==> config.mk <==
export PLATFORM = sky130hd
export DESIGN_NAME = mlp_chain_ctrl
export DESIGN_NICKNAME = d
export VERILOG_FILES = /design/src/rtl/mlp_chain_pkg.sv /design/src/rtl/mlp_link.sv /design/src/rtl/mlp_chain_ctrl.sv
export SDC_FILE = /design/constraint.sdc
export NUM_CORES = 1
export LEC_CHECK = 0
export ABC_CLOCK_PERIOD_IN_PS = 1600
export BUFFER_PORTS_ARGS = -buffer_cell sky130_fd_sc_hd__clkbuf_2
export CAP_MARGIN = 40
export CORE_MARGIN = 4
export CORE_UTILIZATION = 30
export DETAILED_ROUTE_END_ITERATION = 16
export HOLD_SLACK_MARGIN = 0.05
export PLACE_DENSITY_LB_ADDON = 0.3
export SLEW_MARGIN = 20
export SYNTH_ARGS = -nofsm -noshare
export SYNTH_HDL_FRONTEND = slang
export SYNTH_HIERARCHICAL = 1
export SYNTH_SLANG_ARGS = --single-unit
==> constraint.sdc <==
create_clock -name clk -period 1.6 [get_ports clk]
set_input_delay 0.08 -clock clk [delete_from_list [all_inputs] [get_ports clk]]
set_output_delay 0.08 -clock clk [all_outputs]
set_load 0.02 [all_outputs]
==> src/rtl/mlp_chain_pkg.sv <==
// Shared definitions for the MLP chain controller: per-layer input buffer
// sizes, link state encoding and width helpers.
package mlp_chain_pkg;

  // Upper bound on chain length covered by the size table below.
  localparam int unsigned MAX_LAYERS = 4;

  // Input element count of each fc_layer; a chain of N layers uses the first N.
  localparam int unsigned LAYER_IN_SIZE [MAX_LAYERS] = '{4, 3, 8, 6};

  typedef enum logic [1:0] {
    LINK_FILL   = 2'd0,
    LINK_LAUNCH = 2'd1,
    LINK_RUN    = 2'd2
  } link_state_e;

  // Address width able to index the largest input buffer in the chain.
  function automatic int unsigned addr_w(input int unsigned num_layers);
    int unsigned max_sz = 2;
    for (int unsigned l = 0; l < num_layers && l < MAX_LAYERS; l++) begin
      if (LAYER_IN_SIZE[l] > max_sz) max_sz = LAYER_IN_SIZE[l];
    end
    return $clog2(max_sz);
  endfunction

  // Counter width for a modulo-n counter, never narrower than one bit.
  function automatic int unsigned cnt_w(input int unsigned n);
    return (n < 2) ? 1 : $clog2(n);
  endfunction

endpackage

==> src/rtl/mlp_link.sv <==
// One link of the chain: collects a frame from its source stream into the
// layer's input buffer, launches the layer, and waits for it to finish.
// Ports:
//   clk, rst                     clock, async active-high reset
//   i_src_valid/i_src_data       source beat (input stream or previous layer)
//   o_src_ready                  link accepts source beats (FILL state)
//   i_busy / o_start             layer handshake
//   o_ibuf_we/addr/wr_data       input buffer write port (combinational)
//   o_overflow                   source beat dropped this cycle
module mlp_link
  import mlp_chain_pkg::*;
#(
  parameter int unsigned DW      = 4,
  parameter int unsigned AW      = 2,
  parameter int unsigned IN_SIZE = 4
) (
  input  logic          clk,
  input  logic          rst,
  input  logic          i_src_valid,
  input  logic [DW-1:0] i_src_data,
  output logic          o_src_ready,
  input  logic          i_busy,
  output logic          o_start,
  output logic          o_ibuf_we,
  output logic [AW-1:0] o_ibuf_addr,
  output logic [DW-1:0] o_ibuf_wr_data,
  output logic          o_overflow
);

  localparam logic [AW-1:0] LAST_ADDR = AW'(IN_SIZE - 1);

  link_state_e   state_q, state_d;
  logic [AW-1:0] wcnt_q, wcnt_d;
  logic          ack_q, ack_d;

  // State register.
  always_ff @(posedge clk or posedge rst) begin
    if (rst) begin
      state_q <= LINK_FILL;
      wcnt_q  <= '0;
      ack_q   <= 1'b0;
    end else begin
      state_q <= state_d;
      wcnt_q  <= wcnt_d;
      ack_q   <= ack_d;
    end
  end

  // Next state. ack_q records that the layer acknowledged the start by
  // raising busy, so a busy that was already low is not mistaken for done.
  always_comb begin
    state_d = state_q;
    wcnt_d  = wcnt_q;
    ack_d   = ack_q;
    unique case (state_q)
      LINK_FILL: begin
        if (i_src_valid) begin
          if (wcnt_q == LAST_ADDR) begin
            wcnt_d  = '0;
            state_d = LINK_LAUNCH;
          end else begin
            wcnt_d = wcnt_q + AW'(1);
          end
        end
      end
      LINK_LAUNCH: begin
        if (!i_busy) begin
          state_d = LINK_RUN;
          ack_d   = 1'b0;
        end
      end
      LINK_RUN: begin
        if (i_busy) ack_d = 1'b1;
        else if (ack_q) state_d = LINK_FILL;
      end
      default: state_d = LINK_FILL;
    endcase
  end

  // Outputs: buffer writes track the source beat in the same cycle.
  always_comb begin
    o_src_ready    = (state_q == LINK_FILL);
    o_ibuf_we      = i_src_valid && (state_q == LINK_FILL);
    o_ibuf_addr    = wcnt_q;
    o_ibuf_wr_data = i_src_data;
    o_start        = (state_q == LINK_LAUNCH) && !i_busy;
    o_overflow     = i_src_valid && (state_q != LINK_FILL);
  end

endmodule

==> src/rtl/mlp_chain_ctrl.sv <==
// Controller for a chain of fc_layer instances: one link per layer moves
// frames from the input stream / previous layer into each layer's input
// buffer; the final layer's output is passed through with frame framing.
// Ports:
//   clk, rst                          clock, async active-high reset
//   i_in_valid/i_in_data/o_in_ready   frame input stream into layer 0
//   o_ibuf_*, o_start, i_busy         per-layer buffer write and launch
//   i_out_valid/i_out_data            per-layer output streams
//   o_next_busy                       per-layer output backpressure
//   o_out_valid/data/last, i_out_ready  final output stream
//   o_frame_done                      pulse after last beat of a frame
//   o_overflow_err                    sticky dropped-beat flag
module mlp_chain_ctrl
  import mlp_chain_pkg::*;
#(
  parameter  int unsigned NUM_LAYERS    = 4,
  parameter  int unsigned datatype_size = 4,
  parameter  int unsigned OUT_SIZE      = 10,
  localparam int unsigned ADDR_W        = addr_w(NUM_LAYERS)
) (
  input  logic                     clk,
  input  logic                     rst,
  input  logic                     i_in_valid,
  input  logic [datatype_size-1:0] i_in_data,
  output logic                     o_in_ready,
  output logic                     o_ibuf_we      [NUM_LAYERS],
  output logic [ADDR_W-1:0]        o_ibuf_addr    [NUM_LAYERS],
  output logic [datatype_size-1:0] o_ibuf_wr_data [NUM_LAYERS],
  output logic                     o_start        [NUM_LAYERS],
  input  logic                     i_busy         [NUM_LAYERS],
  input  logic                     i_out_valid    [NUM_LAYERS],
  input  logic [datatype_size-1:0] i_out_data     [NUM_LAYERS],
  output logic                     o_next_busy    [NUM_LAYERS],
  output logic                     o_out_valid,
  output logic [datatype_size-1:0] o_out_data,
  output logic                     o_out_last,
  output logic                     o_frame_done,
  output logic                     o_overflow_err,
  input  logic                     i_out_ready
);

  localparam int unsigned      OCNT_W   = cnt_w(OUT_SIZE);
  localparam logic [OCNT_W-1:0] LAST_OUT = OCNT_W'(OUT_SIZE - 1);

  logic                     src_valid  [NUM_LAYERS];
  logic [datatype_size-1:0] src_data   [NUM_LAYERS];
  logic                     link_ready [NUM_LAYERS];
  logic [NUM_LAYERS-1:0]    link_ovf;

  logic [OCNT_W-1:0] ocnt_q, ocnt_d;
  logic              frame_done_q, frame_done_d;
  logic              overflow_q, overflow_d;
  logic              out_beat;

  // One link per layer; link l is fed by layer l-1 and backpressures it.
  for (genvar l = 0; l < NUM_LAYERS; l++) begin : g_link
    if (l == 0) begin : g_first
      assign src_valid[l] = i_in_valid;
      assign src_data[l]  = i_in_data;
      assign o_in_ready   = link_ready[l];
    end else begin : g_inner
      assign src_valid[l]     = i_out_valid[l-1];
      assign src_data[l]      = i_out_data[l-1];
      assign o_next_busy[l-1] = !link_ready[l];
    end

    mlp_link #(
      .DW      (datatype_size),
      .AW      (ADDR_W),
      .IN_SIZE (LAYER_IN_SIZE[l])
    ) u_link (
      .clk            (clk),
      .rst            (rst),
      .i_src_valid    (src_valid[l]),
      .i_src_data     (src_data[l]),
      .o_src_ready    (link_ready[l]),
      .i_busy         (i_busy[l]),
      .o_start        (o_start[l]),
      .o_ibuf_we      (o_ibuf_we[l]),
      .o_ibuf_addr    (o_ibuf_addr[l]),
      .o_ibuf_wr_data (o_ibuf_wr_data[l]),
      .o_overflow     (link_ovf[l])
    );
  end

  // Final layer output passes straight through to the downstream consumer.
  assign o_next_busy[NUM_LAYERS-1] = !i_out_ready;
  assign o_out_valid = i_out_valid[NUM_LAYERS-1];
  assign o_out_data  = i_out_data[NUM_LAYERS-1];
  assign out_beat    = i_out_valid[NUM_LAYERS-1] && i_out_ready;
  assign o_out_last  = (ocnt_q == LAST_OUT);

  // Output beat counter, frame-done pulse and sticky overflow.
  always_comb begin
    ocnt_d       = ocnt_q;
    frame_done_d = 1'b0;
    overflow_d   = overflow_q | (|link_ovf);
    if (out_beat) begin
      if (ocnt_q == LAST_OUT) begin
        ocnt_d       = '0;
        frame_done_d = 1'b1;
      end else begin
        ocnt_d = ocnt_q + OCNT_W'(1);
      end
    end
  end

  always_ff @(posedge clk or posedge rst) begin
    if (rst) begin
      ocnt_q       <= '0;
      frame_done_q <= 1'b0;
      overflow_q   <= 1'b0;
    end else begin
      ocnt_q       <= ocnt_d;
      frame_done_q <= frame_done_d;
      overflow_q   <= overflow_d;
    end
  end

  assign o_frame_done   = frame_done_q;
  assign o_overflow_err = overflow_q;

endmodule

==> run metrics <==
status=completed; fraction of layout cells with a size suffix above 1=36.1%; main flop type after synthesis=dfrtp_1; Max FO, Critical Path=6; Fin Setup TNS=0 ns; Slew @ Worst Pin=0.260 ns; CTS buffer count=5; Syn Nets=198; Final GP Congestion=0.721; DPL Wire Length=2430 um; max-slew violation count=0; Pwr Density=1990 nW/um2; Initial Utilization=31.7%; IO Pins=81; dpl ws=0.347 ns; Total Wirelength=2980 um; count of cell types in the netlist=37; synthesized instance count=163; initial antenna violation count=0; Worst setup SP type=flop; Avg Vias per Cell=4.34; nets=225; Slew HR=82.7%; DRC viols=0; Worst Slack Setup Final=0.261 ns; WL/cell=11.4 um; Clock transition at path regs=0.06 ns; worst hold endpoint=g_link[3].u_link/state_q[0]; flops & latches, synth=30; post-CTS sizing=0; Total Power=3.76 mW; reg2reg setup slack=0.35 ns; largest net degree at the start of global routing=10; CTS tree=yes; P&R area growth vs syn=13.8%; Async S/R FF share, synth=100%; antenna diode count=0; VDD IR-drop max=0.000642 V; Reg-to-Reg Start=g_link[2].u_link/o_ibuf_addr[0]; total gr overflow=0; final setup violation count=0; row cnt=26; DP Area=1780 um2; launch point of the critical path=g_link[1].u_link/state_q[1]; worst r2r path cells=3; hold_sp=i_busy[0]; chip width=82.5 um; post-route clock period utilization=83.7%; clock sink count=30; Seq/Total Area, Yosys=45.1%; reg2reg end=g_link[2].u_link/o_ibuf_addr[2]; hold path cells=3; final hold viol count=0; placed cells=251; vias in the first global route=1109; final cell count without fillers=261; Post-synth EDFFs=0; Vias=1134; clock skew=0.00345 ns; first-pass GRT wire length=5030 um; crit path kind=reg2out; Antenna Violating Nets Remaining=0; clock root buffer master=clkbuf_8; commonest non-fill, non-tap cell in the layout=clkbuf_2; Worst Setup End Kind=primary output; fin crit period=1.34 ns; Leakage=0.947 nW; MaxCap Viol Count=0; H-tree levels=2; Hold WS=0.0633 ns; clock latency on the worst-skew pair=0.27 ns; clk buf depth=2; final instance area=1890 um2; Yosys warnings=6; Worst Hold Class=in2reg; Cell Area, Synth=1660 um2; Worst EP arrival=1.26 ns; core area=5240 um2; RSZ-0062 raised after global routing=false; first-pass detailed-route iteration total=4; die area=6800 um2; FMAX=747 MHz; commonest non-fill, non-tap cells in the layout=clkbuf_2, dfrtp_1, inv_1; Die Ht=82.5 um; Port Buffer Count=40; number of fill cells=543; CP required=1.52 ns; Mapped Avg Cell Area=10.2 um2; DR iter-0 viols=35; final core occ=36.1%; GRT Overall Usage=9.89%
## cell usage after synthesis, types with 2 or more instances
cell type  number  area (um2)
dfrtp_1        30         751
buf_4          21         158
inv_1          16        60.1
nor2_1         15        56.3
a21oi_1        13        65.1
nand2b_1        9        56.3
mux2_4          5        75.1
nand2_1         5        18.8
nor2b_1         4        25.0
xnor2_1         4        35.0
a31o_1          3        26.3
and2b_2         3        26.3
ha_1            3        37.5
nand3_1         3        15.0
a31o_2          2        17.5
mux2_1          2        22.5
nand3_2         2        20.0
nand4_1         2        12.5
nor2_4          2        22.5
nor3_1          2        10.0
## what timing repair did
| action | 4_1_cts | 5_1_grt |
|---|---|---|
| endpoints found under the hold margin | 31 | 0 |
| hold buffers | 2 | 0 |
| buffers inserted | 0 | 0 |
## final cells by class
cell class	instances	area [um2]	area share, %
clock buffer	7	86.3	4.56
clock inverter	1	5.00	0.264
inverter	16	60.1	3.17
multi-input combinational	95	683	36.1
sequential	30	751	39.7
tap	70	87.6	4.63
timing repair buffer	42	220	11.6
## routing by layer
layer	GRT usage, %	up-vias	part of all wire, %
li1	-	572	-
met1	12.4	524	45
met2	14.7	31	45
met3	4.23	7	8.4
met4	4.49	0	1.6
met5	0	-	0
## registers in the layout (all words and copies together) (netlist names)
| signal | count |
|---|---|
| o_overflow_err | 1 |
| g_link.u_link/state_q | 8 |
| g_link.u_link/ack_q | 4 |
| ocnt_q | 4 |
| g_link.u_link/o_ibuf_addr | 12 |
| o_frame_done | 1 |
## power by group
group / internal [mW] / switching (mW) / leakage, nW / total (mW)
logic: 0.794 / 0.912 / 0.524 / 1.71
clock network: 0.346 / 0.267 / 0.0482 / 0.613
registers: 1.08 / 0.365 / 0.374 / 1.44
total: 2.22 / 1.54 / 0.947 / 3.76
## critical path, stage by stage, from the launching register on
cell      delay [ns]
dfrtp_1         0.45
nor3b_4         0.31
clkbuf_2        0.22
## how the worst max path moves through the flow
stage                                       to  slack, ns  depth (start not counted)
2_1_floorplan  g_link[2].u_link/o_ibuf_addr[2]       0.29                          3
3_3_place_gp   g_link[2].u_link/o_ibuf_addr[2]       0.37                          3
3_5_place_dp   g_link[2].u_link/o_ibuf_addr[2]       0.35                          3
4_1_cts                           o_ibuf_we[2]       0.25                          2
5_1_grt                           o_ibuf_we[2]       0.18                          2
6_report                          o_ibuf_we[2]       0.26                          2
## logic make-up (layout without fill, tap and decap cells)
group | after synthesis | after routing | synth area share (%)
AOI/OAI and AO/OA | 23 | 23 | 8.80
xor gates and xnor gates | 5 | 5 | 2.63
adders and majority gates | 3 | 3 | 2.26
buffers and inverters | 38 | 66 | 13.8
DFF | 30 | 30 | 45.1
muxes | 7 | 7 | 5.87
and+or+nand+nor | 57 | 57 | 21.5
Note: power is estimated with default switching activity, not from simulation.
